**src/rtl/sram_like_arbiter.sv**
```systemverilog
// Merges inst and data SRAM-like masters onto one downstream port; data_ok is routed back through an ID FIFO.
// Zero-latency request mux and response routing; a stalled grant is locked until m_addr_ok; issue stalls at MAX_OUT.
// Define ARB_RR_EN for a round-robin tie-break in IDLE (default: fixed data priority).
module sram_like_arbiter #(
   parameter int MAX_OUT = 2,
   parameter int ADDR_W  = 32,
   parameter int DATA_W  = 32
) (
   input  logic              clk,
   input  logic              resetn,
   input  logic              inst_req,
   input  logic              inst_wr,
   input  logic [1:0]        inst_size,
   input  logic [ADDR_W-1:0] inst_addr,
   input  logic [DATA_W-1:0] inst_wdata,
   output logic              inst_addr_ok,
   output logic              inst_data_ok,
   output logic [DATA_W-1:0] inst_rdata,
   input  logic              data_req,
   input  logic              data_wr,
   input  logic [1:0]        data_size,
   input  logic [ADDR_W-1:0] data_addr,
   input  logic [DATA_W-1:0] data_wdata,
   output logic              data_addr_ok,
   output logic              data_data_ok,
   output logic [DATA_W-1:0] data_rdata,
   output logic              m_req,
   output logic              m_wr,
   output logic [1:0]        m_size,
   output logic [ADDR_W-1:0] m_addr,
   output logic [DATA_W-1:0] m_wdata,
   input  logic              m_addr_ok,
   input  logic              m_data_ok,
   input  logic [DATA_W-1:0] m_rdata
);

   localparam int CNT_W = $clog2(MAX_OUT + 1);
   localparam int PTR_W = (MAX_OUT > 1) ? $clog2(MAX_OUT) : 1;
   localparam logic [CNT_W-1:0] CNT_MAX  = CNT_W'(MAX_OUT);
   localparam logic [PTR_W-1:0] PTR_LAST = PTR_W'(MAX_OUT - 1);

   typedef enum logic [1:0] {IDLE, LOCK_I, LOCK_D} state_t;

   state_t             state;
   logic [CNT_W-1:0]   cnt;
   logic [PTR_W-1:0]   wptr;
   logic [PTR_W-1:0]   rptr;
   logic [MAX_OUT-1:0] id_q;

   logic gnt_vld;
   logic gnt_id;
   logic tie_id;
   logic granted_req;
   logic sel;
   logic issue;
   logic accept;
   logic pop;
   logic head;

   function automatic logic [PTR_W-1:0] ptr_inc(input logic [PTR_W-1:0] p);
      return (p == PTR_LAST) ? '0 : p + 1'b1;
   endfunction

`ifdef ARB_RR_EN
   logic last_id;

   // Tie goes to whichever channel did not win the most recent acceptance.
   always_ff @(posedge clk) begin
      if (!resetn)
         last_id <= 1'b0;
      else if (accept)
         last_id <= gnt_id;
   end

   assign tie_id = ~last_id;
`else
   assign tie_id = 1'b1;
`endif

   always_comb begin
      gnt_vld = 1'b0;
      gnt_id  = 1'b0;
      case (state)
         LOCK_I: begin
            gnt_vld = 1'b1;
            gnt_id  = 1'b0;
         end
         LOCK_D: begin
            gnt_vld = 1'b1;
            gnt_id  = 1'b1;
         end
         default: begin
            if (inst_req && data_req) begin
               gnt_vld = 1'b1;
               gnt_id  = tie_id;
            end else if (data_req) begin
               gnt_vld = 1'b1;
               gnt_id  = 1'b1;
            end else if (inst_req) begin
               gnt_vld = 1'b1;
               gnt_id  = 1'b0;
            end
         end
      endcase
   end

   assign granted_req = gnt_vld & (gnt_id ? data_req : inst_req);
   assign sel         = resetn & granted_req;
   // Gate on the registered count only, so a slot freed this cycle is reusable next cycle.
   assign issue       = sel & (cnt < CNT_MAX);
   assign accept      = issue & m_addr_ok;
   assign pop         = resetn & m_data_ok & (cnt != '0);
   assign head        = id_q[rptr];

   assign m_req   = issue;
   assign m_wr    = sel & (gnt_id ? data_wr : inst_wr);
   assign m_size  = sel ? (gnt_id ? data_size  : inst_size)  : '0;
   assign m_addr  = sel ? (gnt_id ? data_addr  : inst_addr)  : '0;
   assign m_wdata = sel ? (gnt_id ? data_wdata : inst_wdata) : '0;

   assign inst_addr_ok = accept & ~gnt_id;
   assign data_addr_ok = accept &  gnt_id;
   assign inst_data_ok = pop & ~head;
   assign data_data_ok = pop &  head;
   assign inst_rdata   = resetn ? m_rdata : '0;
   assign data_rdata   = resetn ? m_rdata : '0;

   always_ff @(posedge clk) begin
      if (!resetn) begin
         state <= IDLE;
         cnt   <= '0;
         wptr  <= '0;
         rptr  <= '0;
         id_q  <= '0;
      end else begin
         case (state)
            IDLE:    if (issue && !m_addr_ok) state <= gnt_id ? LOCK_D : LOCK_I;
            LOCK_I,
            LOCK_D:  if (m_addr_ok) state <= IDLE;
            default: state <= IDLE;
         endcase

         if (accept) begin
            id_q[wptr] <= gnt_id;
            wptr       <= ptr_inc(wptr);
         end
         if (pop)
            rptr <= ptr_inc(rptr);

         case ({accept, pop})
            2'b10:   cnt <= cnt + 1'b1;
            2'b01:   cnt <= cnt - 1'b1;
            default: cnt <= cnt;
         endcase
      end
   end

endmodule

```
**config.mk**
```make
export PLATFORM = sky130hd
export DESIGN_NAME = sram_like_arbiter
export DESIGN_NICKNAME = d
export VERILOG_FILES = /design/src/rtl/sram_like_arbiter.sv
export SDC_FILE = /design/constraint.sdc
export NUM_CORES = 1
export LEC_CHECK = 0
export CORE_AREA = 2 2 120 122
export CTS_CLUSTER_SIZE = 16
export DETAILED_ROUTE_END_ITERATION = 16
export DIE_AREA = 0 0 122 124
export PLACE_DENSITY = 0.65
export SYNTH_ARGS = -nofsm -noshare
export SYNTH_HDL_FRONTEND = slang
export SYNTH_SLANG_ARGS = --single-unit
```
**constraint.sdc**
```tcl
create_clock -name clk -period 1.95 [get_ports clk]
set_input_delay 0.39 -clock clk [delete_from_list [all_inputs] [get_ports clk]]
set_output_delay 0.39 -clock clk [all_outputs]
set_load 0.005 [all_outputs]
```
After elaboration in Yosys (flattened, before gate mapping)
Index checks and enable logic that the tools add are counted.
{"block": "classes", "mux": 28, "n_lt_le_gt_ge": 4, "multipliers": 0, "n_bitwise": 13, "addsub": 4, "shift": 0, "div_mod_pow": 0, "reduce_logical": 9, "eq_ne": 6}
{"op": "2-to-1 mux 32 bit", "count": 5}
{"op": "2-to-1 mux 1 bit", "count": 13}
{"op": "AND 1 bit", "count": 11}
{"op": "2-to-1 mux 2 bit", "count": 5}
{"op": "one-hot mux 2 bit (2 select lines)", "count": 2}
{"op": "== test 2 x 1 -> 1 bit, second input constant", "count": 2}
{"op": "== test 2 bit, second input constant", "count": 2}
{"op": "< comparator 1 x 2 -> 1 bit, second input constant", "count": 2}
{"op": "nonzero test 2 bit", "count": 2}
{"op": "logical AND 1 bit", "count": 3}
{"op": "adder 1 bit, second input constant", "count": 2}
{"op": "adder 2 x 1 -> 2 bit, second input constant", "count": 1}
{"op": "bitwise mux 2 bit", "count": 1}
{"op": "logical NOT 2 bit", "count": 1}
{"op": "< comparator 2 bit, second input constant", "count": 1}
{"op": "inequality test 2 x 1 -> 1 bit, second input constant", "count": 1}
{"op": "inequality test 2 bit, second input constant", "count": 1}
{"op": "NOT 1 bit", "count": 2}
{"op": "one-hot mux 1 bit (2 select lines)", "count": 1}
{"op": "AND reduction 2 bit", "count": 1}
{"op": "OR reduction 2 bit", "count": 1}
{"op": "subtractor 2 x 1 -> 2 bit, second input constant", "count": 1}
{"op": "demux 1 bit (select 1 bit)", "count": 1}
{"op": "greater-or-equal comparator 1 bit, second input constant", "count": 1}
{"op": "logical NOT 1 bit", "count": 1}
{"block": "word_totals", "input_bits": 172, "ram_bits": 0, "mem_bits_ro": 0, "elab_cells": 69, "latch_bits": 0, "out_inout_bits": 136, "reg_bits": 8, "memories": 0}

Longest topological paths before layout
{"block": "depth", "ltp_word": 10, "ltp_mapped": 8, "mapped_depth_nobuf": 8}

Least setup slack after synthesis
OpenSTA, ideal clock, no wires.
{"block": "synth_path", "path_kind": "register to register", "from": "reg state[0]", "to": "reg cnt[1]", "period_less_slack_ns": 2.087, "required_time_ns": 1.874, "t_arrival_ns": 2.011, "slack_ns": -0.137, "setup_ns": 0.076, "path_stages_with_launch": 8, "path_cell_list": "dfxtp_1 -> inv_1 -> ha_1 -> mux2_2 -> o2111ai_2 -> ha_1 -> or3_1 -> a21boi_0"}
{"block": "synth_between", "elab_chain_len": 9, "word_cells_on_any_way": 14}
{"item": "start: declaration", "line_no": "44", "text": "state_t state;"}
{"item": "start signal: assignment", "line_no": "137", "text": "IDLE: if (issue && !m_addr_ok) state <= gnt_id ? LOCK_D : LOCK_I;"}
{"item": "== test 2 bit / == test 2 x 1 -> 1 bit (equally long branches)", "line_no": "83", "text": "case (state)"}
{"item": "one-hot mux 1 bit (2 select lines) / OR reduction 2 bit (equally long branches)"}
{"item": "2-to-1 mux 1 bit (on tied branches)", "line_no": "107, 83"}
{"item": "AND 1 bit *", "line_no": "107", "text": "assign granted_req = gnt_vld & (gnt_id ? data_req : inst_req);"}
{"item": "AND 1 bit *", "line_no": "108", "text": "assign sel = resetn & granted_req;"}
{"item": "AND 1 bit *", "line_no": "110", "text": "assign issue = sel & (cnt < CNT_MAX);"}
{"item": "AND 1 bit *", "line_no": "111", "text": "assign accept = issue & m_addr_ok;"}
{"item": "== test 2 x 1 -> 1 bit / == test 2 bit (equally long branches)", "line_no": "150", "text": "case ({accept, pop})"}
{"item": "one-hot mux 2 bit (2 select lines) / nonzero test 2 bit (equally long branches)"}
{"item": "end signal: assignment", "line_no": "151", "text": "2'b10: cnt <= cnt + 1'b1;"}
{"item": "end signal: assignment", "line_no": "152", "text": "2'b01: cnt <= cnt - 1'b1;"}
{"item": "end signal: assignment", "line_no": "153", "text": "default: cnt <= cnt;"}
{"item": "end: declaration", "line_no": "45", "text": "logic [CNT_W-1:0] cnt;"}
Every way passes the cells marked *; elsewhere a longest branch is shown, timed or not.
A chain may end at the register's enable or synchronous reset.

Worst setup path in the final report
{"block": "layout_path", "from": "reg state[1]", "to": "out m_addr[20]"}
{"block": "layout_between", "elab_chain_len": 6, "word_cells_on_any_way": 10}
{"item": "== test 2 bit / == test 2 x 1 -> 1 bit (equally long branches)", "line_no": "83"}
{"item": "one-hot mux 1 bit (2 select lines) / OR reduction 2 bit (equally long branches)"}
{"item": "2-to-1 mux 1 bit (on tied branches)", "line_no": "107, 83"}
{"item": "AND 1 bit", "line_no": "107"}
{"item": "AND 1 bit", "line_no": "108"}
{"item": "2-to-1 mux 32 bit *", "line_no": "118", "text": "assign m_addr = sel ? (gnt_id ? data_addr : inst_addr) : '0;"}
{"item": "end: declaration", "line_no": "30", "text": "output logic [ADDR_W-1:0] m_addr,"}
Marked as above.

==> impl_metrics.toml <==
[yosys]
ys_types = 32
synth_area_leaders = "nand2_1 27%, a21oi_1 18%, buf_4 14%, and2_1 11%, dfxtp_1 8.4%"
synth_mux_area_share_pct = 1.115
yosysMostFrequentCell = "nand2_1"
synth_compound_area_share_pct = 25.33
ys_seq_area_share_pct = 8.399
syn_inst = 346
synth_nets = 521
syn_area_per_cell_um2 = 5.511
synthAdderAreaFrac_pct = 1.969
yosysTopAreaCellShare_pct = 26.97
ys_ff_latch = 8
synth_top_area_cell = "nand2_1"
async_reset_ff_share_pct = 0
synth_xor_area_share_pct = 1.378
synth_enable_flop_cells = 0
synth_top_family_by_area = "simple AND/OR/NAND/NOR gates"
ys.warnings.count = 0
synth_common_cells = "137 x nand2_1, 67 x a21oi_1, 36 x buf_4"
yosys.area_share.simple_pct = 41.34
synthFlopType = "dfxtp_1"
synthesis.area_um2 = 1907

[sta]
fin_ws_ns = -0.4341
finalCriticalPeriod_ns = 2.384
skew_ns = 0.001155
rsz0062_at_grt = "true"
hold_viol_final = 0
tightestPinTransition_ns = 0.2977
max_freq_mhz = 419.4
drv_slew = 0
hold_ws_ns = 0.4964
setup_violations = 72
max_slew_margin_pct = 80.11
fin_crit_sh_pct = 122.3

[setup_path]
required_ns = 1.56
critPathCaptureType = "output port"
critPathArrivalTime_ns = 1.99
cp_max_fo = 6
worstSetupPathType = "register to output port"
cp-start-kind = "register"

[power_and_ir_drop]
p_per_area_nw_per_um2 = 342.2
ir_drop_mv = 0.2509
power_leakage_nw = 2.638

[floorplanning]
pin_count = 308
die-area_um2 = 15130
die_w_um = 122
start_util_pct = 13.90
rows = 43
die-height_um = 124
core-area_um2 = 13720

[global_route]
grt_max_degree = 38
overflow = 0
grt_pass1_wl_um = 16990
track_usage_pct = 14.09
antenna_found_initial = 1
grt_pass1_vias = 3410

[min_path]
hold_class = "register to register"

[route]
drt_pre_antenna_iters = 4
wl_um = 13080
vias = 3577
drt-initial-drc-count = 103
drc = 0
via_per_inst = 4.107
wl_per_cell_um = 15.01
drtAntennaViolNets = 0

[finish]
drive_above_1_share_pct = 37.05
post-route-util_pct = 43.73
antenna-diode-count = 0
area_delta_synth_final_pct = 214.6
design_area_um2 = 6000
layout.nets = 868

[cts]
cts_tree = "built"
numCtsBuffers = 3
htreeDepth = 1
cts_root_buf = "clkbuf_16"
clock_path_buffers = 2
insertion_delay_ns = 0.23
cts.clk_slew.worst_paths_ns = 0.04
clock-sinks = 8

[run]
maxCapViolCount = 0

[place]
dp_hpwl_um = 9097
io_buffers = 307
gp_congestion = 0.7793
placed_area_um2 = 5358

[run_status]
status = "complete, but fails checks"
failed_checks = "setup timing"
-- what timing repair did --
action / CTS / global route
buffers inserted: 32 / 16
hold endpoints to repair: 0 / 0
pin swaps: 11 / 35
setup endpoints to repair: 140 / 83
gates resized for setup: 264 / 159
hold buffers: 0 / 0
gates cloned: 3 / 6
-- layer usage --
metal	vias up	share of wire, %	track usage, %	wire length [um]
met3	12	9.5	4.258	1243
li1	1787	-	-	-
met1	1613	39	15.69	5152
met4	2	0.93	2.945	121
met2	163	50	26.40	6542
met5	-	0.13	0	17
-- power by group --
part	switching (mW)	leakage, nW	internal (mW)
clock network	0.0796	0.0370	0.264
logic	0.577	2.53	0.940
registers	0.0132	0.0662	0.179
total	0.670	2.64	1.38
-- per-stage QoR --
| step | setup TNS, ns | setup slack (ns) | std cells | total power, mW |
|---|---|---|---|---|
| 3_3_place_gp | -77.51 | -0.7546 | 822 | 1.480 |
| 5_1_grt | -27.54 | -0.4999 | 871 | 2.185 |
| 2_1_floorplan | 0 | 0.001244 | 346 | 0.6168 |
| 4_1_cts | -29.74 | -0.5870 | 860 | 1.944 |
| 6_report | -22.81 | -0.4341 | 871 | 2.053 |
| 3_5_place_dp | -75.67 | -0.7482 | 822 | 1.480 |
-- state kept, by name, summed over array words and instances (netlist names) --
name   flops
id_q       2
wptr       1
state      2
rptr       1
cnt        2
-- worst max-delay path, stage by stage, from the launching register on --
cell and delay [ns]:
dfxtp_2 0.32, inv_2 0.04, ha_4 0.27, nand2_4 0.08, a21o_1 0.14, o311ai_4 0.13
buf_6 0.16, buf_12 0.13, buf_6 0.12, buf_6 0.11, a21oi_2 0.12, buf_2 0.15
-- cell type report --
| class | count | area, um2 |
|---|---|---|
| clock buffers | 3 | 75.07 |
| repair buffers | 400 | 3795 |
| well taps | 180 | 225.2 |
| inverters | 6 | 27.53 |
| flip-flops and latches | 8 | 162.7 |
| multi-input cells | 274 | 1714 |
| fillers | 1428 | 7720 |
-- kinds of logic after synthesis --
family | Yosys count
AO/OA/AOI/OAI | 84
XOR/XNOR | 3
adder cells (fa/ha/maj) | 3
buffers and inverters | 64
flip-flops | 8
multiplexers | 2
AND/OR/NAND/NOR | 182
-- layout by cell type, fill, tap and decap left out, drive strengths merged, types with 4 or more instances in the layout --
| cell | n |
|---|---|
| clkdlybuf4s50 | 229 |
| buf | 154 |
| nand2 | 138 |
| a21oi | 67 |
| and2 | 34 |
| clkbuf | 13 |
| dfxtp | 8 |
| inv | 6 |
| nor2 | 5 |
| dlygate4sd2 | 4 |
-- final timing paths --
check	startpoint	endpoint	slack, ns	cells past startpoint
worst max-delay path	state[1]$_SDFFE_PN0P_	m_addr[20]	-0.43	11
worst min-delay path	id_q[0]$_SDFFE_PN0P_	id_q[0]$_SDFFE_PN0P_	0.50	2
worst max register to register	state[0]$_SDFFE_PN0P_	cnt[1]$_SDFFE_PN0P_	-0.35	11
worst min register to register	id_q[0]$_SDFFE_PN0P_	id_q[0]$_SDFFE_PN0P_	0.50	2
Power figures use the tool's default switching activity.
